--- config.mk ---
export PLATFORM = sky130hd
export DESIGN_NAME = fp_div_flat
export DESIGN_NICKNAME = d
export VERILOG_FILES = /design/src/rtl/fp_div_if.sv /design/src/rtl/fp_div.sv /design/src/flat_wrapper.sv
export SDC_FILE = /design/constraint.sdc
export NUM_CORES = 1
export LEC_CHECK = 0
export CELL_PAD_IN_SITES_DETAIL_PLACEMENT = 0
export CELL_PAD_IN_SITES_GLOBAL_PLACEMENT = 1
export CORE_UTILIZATION = 42
export CTS_BUF_LIST = sky130_fd_sc_hd__clkbuf_4 sky130_fd_sc_hd__clkbuf_8
export DETAILED_ROUTE_END_ITERATION = 8
export PLACE_DENSITY_LB_ADDON = 0.1
export SYNTH_ARGS = -nofsm -noshare
export SYNTH_HDL_FRONTEND = slang
export SYNTH_SLANG_ARGS = --single-unit
--- constraint.sdc ---
create_clock -name clk -period 3.8 [get_ports clk]
set_clock_uncertainty 0.05 [all_clocks]
set_input_delay 0.76 -clock clk [delete_from_list [all_inputs] [get_ports clk]]
set_output_delay 0.76 -clock clk [all_outputs]
set_load 0.02 [all_outputs]
--- src/rtl/fp_div_if.sv ---
// Handshake bundle for fp_div: operand channel (a/b) and result channel (op + flags).
interface fp_div_if;
    logic        in_valid;
    logic        in_ready;
    logic [31:0] a;
    logic [31:0] b;
    logic        out_valid;
    logic        out_ready;
    logic [31:0] op;
    logic        ovf;
    logic        unf;
    logic        dz;

    modport slave (
        input  in_valid, a, b, out_ready,
        output in_ready, out_valid, op, ovf, unf, dz
    );

    modport master (
        output in_valid, a, b, out_ready,
        input  in_ready, out_valid, op, ovf, unf, dz
    );
endinterface

--- src/rtl/fp_div.sv ---
// Sequential FP32 divider, restoring division one quotient bit per cycle.
// Define FP_DIV_ROUND_EN for round-to-nearest-even; default truncates.
module fp_div (
    input  logic     clk,
    input  logic     rst,
    fp_div_if.slave  io
);
    typedef enum logic [1:0] {S_IDLE, S_DIVIDE, S_DONE} state_t;

    state_t              r_state;
    state_t              w_state_nxt;
    logic                r_sign;
    logic [23:0]         r_mb;
    logic [24:0]         r_rem;
    logic [24:0]         r_q;
    logic signed [9:0]   r_exp;
    logic [4:0]          r_cnt;
    logic [31:0]         r_op;
    logic                r_ovf;
    logic                r_unf;
    logic                r_dz;

    logic [7:0]          w_a_exp;
    logic [7:0]          w_b_exp;
    logic                w_sign_in;
    logic signed [9:0]   w_exp_in;
    logic                w_ge;
    logic [24:0]         w_rem_sub;
    logic [22:0]         w_frac;
    logic signed [9:0]   w_exp_n;
    logic [22:0]         w_frac_r;
    logic signed [9:0]   w_exp_r;
    logic [31:0]         w_res_op;
    logic                w_res_ovf;
    logic                w_res_unf;

    assign w_a_exp   = io.a[30:23];
    assign w_b_exp   = io.b[30:23];
    assign w_sign_in = io.a[31] ^ io.b[31];
    assign w_exp_in  = $signed({2'b00, w_a_exp}) - $signed({2'b00, w_b_exp}) + 10'sd127;

    assign io.in_ready  = (r_state == S_IDLE);
    assign io.out_valid = (r_state == S_DONE);
    assign io.op        = r_op;
    assign io.ovf       = r_ovf;
    assign io.unf       = r_unf;
    assign io.dz        = r_dz;

    always_ff @(posedge clk) begin
        if (rst) r_state <= S_IDLE;
        else     r_state <= w_state_nxt;
    end

    always_comb begin
        w_state_nxt = r_state;
        case (r_state)
            S_IDLE: begin
                if (io.in_valid)
                    w_state_nxt = (w_a_exp == 8'd0 || w_b_exp == 8'd0) ? S_DONE : S_DIVIDE;
            end
            S_DIVIDE: begin
                if (r_cnt == 5'd25) w_state_nxt = S_DONE;
            end
            S_DONE: begin
                if (io.out_ready) w_state_nxt = S_IDLE;
            end
            default: w_state_nxt = S_IDLE;
        endcase
    end

    assign w_ge      = (r_rem >= {1'b0, r_mb});
    assign w_rem_sub = w_ge ? (r_rem - {1'b0, r_mb}) : r_rem;

    // Result is formed from the final step's combinational bit, so r_q holds Q[25:1] here.
    always_comb begin
        if (r_q[24]) begin
            w_frac  = r_q[23:1];
            w_exp_n = r_exp;
        end else begin
            w_frac  = r_q[22:0];
            w_exp_n = r_exp - 10'sd1;
        end
    end

`ifdef FP_DIV_ROUND_EN
    logic w_guard;
    logic w_sticky;
    assign w_guard  = r_q[24] ? r_q[0] : w_ge;
    assign w_sticky = (r_q[24] & w_ge) | (|w_rem_sub);

    always_comb begin
        w_frac_r = w_frac;
        w_exp_r  = w_exp_n;
        if (w_guard && (w_sticky || w_frac[0])) begin
            if (&w_frac) begin
                w_frac_r = '0;
                w_exp_r  = w_exp_n + 10'sd1;
            end else begin
                w_frac_r = w_frac + 23'd1;
            end
        end
    end
`else
    assign w_frac_r = w_frac;
    assign w_exp_r  = w_exp_n;
`endif

    always_comb begin
        w_res_op  = {r_sign, w_exp_r[7:0], w_frac_r};
        w_res_ovf = 1'b0;
        w_res_unf = 1'b0;
        if (w_exp_r >= 10'sd255) begin
            w_res_op  = {r_sign, 8'hFF, 23'd0};
            w_res_ovf = 1'b1;
        end else if (w_exp_r <= 10'sd0) begin
            w_res_op  = {r_sign, 31'd0};
            w_res_unf = 1'b1;
        end
    end

    always_ff @(posedge clk) begin
        if (rst) begin
            r_sign <= 1'b0;
            r_mb   <= '0;
            r_rem  <= '0;
            r_q    <= '0;
            r_exp  <= '0;
            r_cnt  <= '0;
            r_op   <= '0;
            r_ovf  <= 1'b0;
            r_unf  <= 1'b0;
            r_dz   <= 1'b0;
        end else begin
            case (r_state)
                S_IDLE: begin
                    if (io.in_valid) begin
                        r_sign <= w_sign_in;
                        r_mb   <= {1'b1, io.b[22:0]};
                        r_rem  <= {2'b01, io.a[22:0]};
                        r_q    <= '0;
                        r_exp  <= w_exp_in;
                        r_cnt  <= '0;
                        r_ovf  <= 1'b0;
                        r_unf  <= 1'b0;
                        r_dz   <= 1'b0;
                        if (w_a_exp == 8'd0) begin
                            r_op <= {w_sign_in, 31'd0};
                        end else if (w_b_exp == 8'd0) begin
                            r_op <= {w_sign_in, 8'hFF, 23'd0};
                            r_dz <= 1'b1;
                        end
                    end
                end
                S_DIVIDE: begin
                    r_rem <= w_rem_sub << 1;
                    r_q   <= {r_q[23:0], w_ge};
                    r_cnt <= r_cnt + 5'd1;
                    if (r_cnt == 5'd25) begin
                        r_cnt <= '0;
                        r_op  <= w_res_op;
                        r_ovf <= w_res_ovf;
                        r_unf <= w_res_unf;
                    end
                end
                default: ;
            endcase
        end
    end
endmodule

--- src/flat_wrapper.sv ---
// flat-port wrapper written by rule: the top's interface ports become plain ports
module fp_div_flat 
  (clk, rst, io_in_valid, io_a, io_b, io_out_ready, io_in_ready, io_out_valid, io_op, io_ovf, io_unf, io_dz);
  fp_div_if io_i ();
  input  logic clk;
  input  logic rst;
  input wire logic [$bits(io_i.in_valid)-1:0] io_in_valid;
  input wire logic [$bits(io_i.a)-1:0] io_a;
  input wire logic [$bits(io_i.b)-1:0] io_b;
  input wire logic [$bits(io_i.out_ready)-1:0] io_out_ready;
  output wire logic [$bits(io_i.in_ready)-1:0] io_in_ready;
  output wire logic [$bits(io_i.out_valid)-1:0] io_out_valid;
  output wire logic [$bits(io_i.op)-1:0] io_op;
  output wire logic [$bits(io_i.ovf)-1:0] io_ovf;
  output wire logic [$bits(io_i.unf)-1:0] io_unf;
  output wire logic [$bits(io_i.dz)-1:0] io_dz;
  assign io_i.in_valid = io_in_valid;
  assign io_i.a = io_a;
  assign io_i.b = io_b;
  assign io_i.out_ready = io_out_ready;
  assign io_in_ready = io_i.in_ready;
  assign io_out_valid = io_i.out_valid;
  assign io_op = io_i.op;
  assign io_ovf = io_i.ovf;
  assign io_unf = io_i.unf;
  assign io_dz = io_i.dz;
  fp_div u_core (.clk(clk), .rst(rst), .io(io_i));
endmodule
==> qor.log <==
INFO  floorplanning  die_height=131um
INFO  yosys          number_of_distinct_library_cell_variants_in_the_gate_level_netlist_after_synthesis=68
INFO  yosys          synthXorXnorAreaFrac=4.47%
INFO  min_path       hold_path.startpoint=u_core.io.op[15]
INFO  worst_setup_path crit-reg2reg-launch=u_core.r_mb[1]
INFO  power          power_report.internal_total=2.87mW
INFO  sta            final_clock_period_utilization_by_the_worst_path=92.9%
INFO  yosys          syn_area=0.00703mm2
INFO  yosys          synth_enable_flop_cells=0
INFO  worst_setup_path crit_path_max_delay_cell_type=clkdlybuf4s50_1
INFO  clock_network  clock_path_buffers=2
INFO  worst_setup_path slowest_delay=0.50ns
INFO  sta            final_max_slew_viol_count=0
INFO  detailed_routing drtPass1Iterations=4
INFO  placement      numPortBuffers=104
INFO  worst_setup_path worstSetupPathType=in2reg
INFO  worst_setup_path startpoint=io_b[23]
INFO  run            max_cap_viol_count=0
INFO  clock_network  postCtsSetupRepairBufs=0
INFO  layout         antenna_cells_inserted=0
INFO  global_route   gr-usage-all-layers=21.5%
INFO  power          power=4.63mW
INFO  clock_network  clock_tree.htree_level_count=4
INFO  worst_setup_path critPathCaptureType=register
INFO  yosys          ys_warn_count=0
INFO  sta            max_freq=0.283GHz
INFO  global_route   maximum_number_of_pins_on_one_net_before_global_route_repair=48
INFO  yosys          synthDominantAreaCellType=dfxtp_1
INFO  floorplanning  fp.coreArea=0.0161mm2
INFO  power          power.share.sequential=33.4%
INFO  worst_setup_path timing.critical_path.mode_cell=a21oi_1
INFO  global_route   globalRouteOverflowTotal=0
INFO  yosys          ys_ff_latch=127
INFO  clock_network  clock_slew_seen_by_the_registers_of_the_worst_setup_and_hold_paths=0.08ns
INFO  power          net-switching-power=1.76mW
INFO  sta            slew-limit-headroom=36.9%
INFO  yosys          synthFlopType=dfxtp_1
INFO  global_route   antenna_found_initial=0
INFO  sta            final-setup-viol-count=0
INFO  yosys          async_set_reset_flop_share_out_of_synthesis=0%
INFO  yosys          synth_top_family_by_area=compound AO/OA/AOI/OAI gates
INFO  clock_network  cts_buffers=17
INFO  clock_network  root_buffer=clkbuf_8
INFO  detailed_routing post_drt_via_cell_ratio=5.45
INFO  clock_network  cts_sinks=127
INFO  placement      placed_cells=1146
INFO  yosys          synth_compound_area_share=22.9%
INFO  yosys          yosys.area_share.adder=6.98%
INFO  detailed_routing wirelength=18000um
INFO  detailed_routing number_of_violations_reported_at_the_end_of_detailed_routing_iteration_0=328
INFO  layout         finish.net_count=1055
INFO  worst_setup_path critPathMaxFanout=2
INFO  yosys          synth.area.top_cells=dfxtp_1 (36%), ha_1 (6.4%), nand2_1 (5.4%), a21oi_1 (4.8%), nor2_1 (4.6%)
INFO  power          netSwitchingFraction=38.0%
INFO  clock_network  tritoncts=yes
INFO  clock_network  cts.repair.resized=0
INFO  global_route   grt_first_pass_wirelength=30400um
INFO  sta            finalHoldViolCount=0
INFO  global_route   vias_in_the_first_global_route=6255
INFO  floorplanning  fp-row-count=46
INFO  status         status=finished, final reports clean
INFO  worst_setup_path worst_ep_required_time=4.13ns
INFO  floorplanning  initial_utilization=43.6%
INFO  clock_network  cts_hold_repair.buffers=0
INFO  detailed_routing ant_nets=0
INFO  detailed_routing route.detailed.drc=0
INFO  power          power.density=531mW/mm2
INFO  layout         layout_overhead_on_the_synthesized_area=23.9%
INFO  floorplanning  design.portCount=105
INFO  power          clockPowerShare=25.9%
INFO  yosys          synth_area_per_cell=8.25um2
INFO  worst_setup_path cells_traversed_along_the_worst_timing_path=clkdlybuf4s50_1, ha_1, inv_1, fa_1, a21o_1, a21oi_1, nor2b_1, or4_1, o311a_1, or3_1, a2111oi_0, a21oi_1, nor2_1
INFO  min_path       hp-class=reg2reg
INFO  power          leakagePower=3.30nW
INFO  yosys          basic_gate_share_of_the_synthesized_area_counting_and_or_nand_and_nor_cells=18.6%
INFO  clock_network  clock_latency=0.44ns
INFO  yosys          yosysSeqAreaShare=36.2%
INFO  placement      place_congestion=0.873
INFO  sta            worstMarginPinSlew=0.946ns
INFO  sta            finalCriticalPeriod=3.53ns
INFO  worst_setup_path cp_data_arrival_time=3.86ns
INFO  sta            unrepaired_setup_endpoints_after_global_routing=false
INFO  placement      hpwl=12900um
INFO  floorplanning  die-area=0.0173mm2
INFO  layout         drive_gt1_share=6.86%
INFO  yosys          syn-instance-count=852
INFO  detailed_routing final_routed_wire_length_divided_by_cell_count=15.3um
INFO  yosys          nets_in_the_synthesized_netlist=958
INFO  detailed_routing dr_vias=6418
INFO  yosys          muxShareOfSynthArea=5.89%
INFO  yosys          post-synth-top-area-fraction=36.2%
INFO  power          comb_power_share=40.7%
INFO  worst_setup_path start_kind=input pin
INFO  floorplanning  die_width=131um
INFO  layout         post_layout_nonfiller_instances=1178
INFO  power          ir_worst_vdd=0.000249V
## flip-flops by register name, indices dropped and copies added (netlist names), 2 cells and up
signal          flops
u_core.r_cnt        5
u_core.io.op       32
u_core.r_exp       10
u_core.r_mb        24
u_core.r_rem       25
u_core.r_state      2
u_core.r_q         25
## cells in the mapped netlist, types with 4 or more instances
| library cell | count |
|---|---|
| ha_1 | 36 |
| nand2_1 | 101 |
| buf_1 | 4 |
| and2_1 | 6 |
| a21o_1 | 12 |
| o221a_1 | 6 |
| nor2_1 | 86 |
| nor4_1 | 8 |
| mux2_1 | 10 |
| and3_1 | 6 |
| a221oi_1 | 14 |
| a22o_1 | 24 |
| o31ai_1 | 4 |
| nand3_1 | 10 |
| o21a_1 | 5 |
| a2111oi_0 | 4 |
| a31oi_1 | 7 |
| inv_1 | 46 |
| and4_1 | 4 |
| clkbuf_1 | 38 |
| buf_2 | 4 |
| nor3_1 | 20 |
| o22ai_1 | 4 |
| o21ai_0 | 18 |
| o21ai_1 | 29 |
| a311oi_1 | 4 |
| nand4_1 | 8 |
| mux2i_1 | 29 |
| a211oi_1 | 17 |
| dfxtp_1 | 127 |
| a21oi_1 | 68 |
| or3_1 | 4 |
| xnor2_1 | 21 |
| xor2_1 | 13 |
| nor2b_1 | 7 |
## layer usage
| layer | wire length (um) | vias up | global-route usage, % |
|---|---|---|---|
| met3 | 733 | 16 | 3.78 |
| li1 | - | 3257 | - |
| met4 | 159 | 0 | 6.59 |
| met1 | 8700 | 2994 | 29.0 |
| met2 | 8420 | 151 | 34.9 |
| met5 | 0 | - | 0 |
## placed cells by master (no fill, tap or decap), drive strengths merged, types with 7 or more instances in the layout
master and count:
a211oi 17, a22o 24, ha 36, mux2 11, nor3 21, nor2 86
o21ai 47, nand3 10, a21o 12, xnor2 21, a31oi 7, clkbuf 18
inv 51, a21oi 69, dfxtp 127, clkdlybuf4s50 103, a221oi 15, xor2 14
nand4 8, nand2 101, nor2b 7, buf 21, nor4 9, mux2i 29
## worst max-delay path: cells and delay by family
family          cells  cell delay, ns
compound gates      5            1.00
simple gates        4            0.96
fa+ha+maj           2            0.57
buf+inv             2            0.56
## worst paths after layout
check | slack (ns) | end | depth (start not counted)
hold reg to reg | 0.40 | u_core.io.op[15] | 2
setup reg to reg | 0.44 | u_core.r_rem[16] | 12
setup / recovery | 0.27 | u_core.r_exp[9] | 13
hold / removal | 0.40 | u_core.io.op[15] | 2
## cell families after synthesis
kind of cell	after synthesis
xor gates and xnor gates	35
and+or+nand+nor	280
AOI/OAI and AO/OA	240
buffers and inverters	92
muxes	40
adders and majority gates	38
DFF	127
## cell type report
class	instances	area (um2)
fillers	1546	7400
multi-input cells	633	4140
flip-flops and latches	127	2540
repair buffers	124	1190
well taps	216	270
clock buffers	18	241
inverters	46	173
clock inverters	14	158
## per-stage QoR
stage          TNS [ns]  hold slack, ns  util, %  cell area, um2  setup slack [ns]
5_1_grt               0           0.422     54.1            8710            0.0350
4_1_cts               0           0.403     54.1            8710             0.298
3_3_place_gp    -0.0539           0.384     51.6            8310           -0.0524
3_5_place_dp     -0.454           0.392     51.6            8310            -0.184
6_report              0           0.400     54.1            8710             0.269
2_1_floorplan         0           0.377        -            7030             0.435
## power by group through the flow
stage                     clock, mW  combinational (mW)  sequential, mW
after floorplan                   0                1.38            1.56
after global placement            0                1.84            1.57
after detailed placement          0                1.87            1.58
after CTS                      1.23                1.88            1.54
after global routing           1.30                2.10            1.56
final                          1.20                1.88            1.54
No activity file was read; power rests on OpenSTA's default activity.
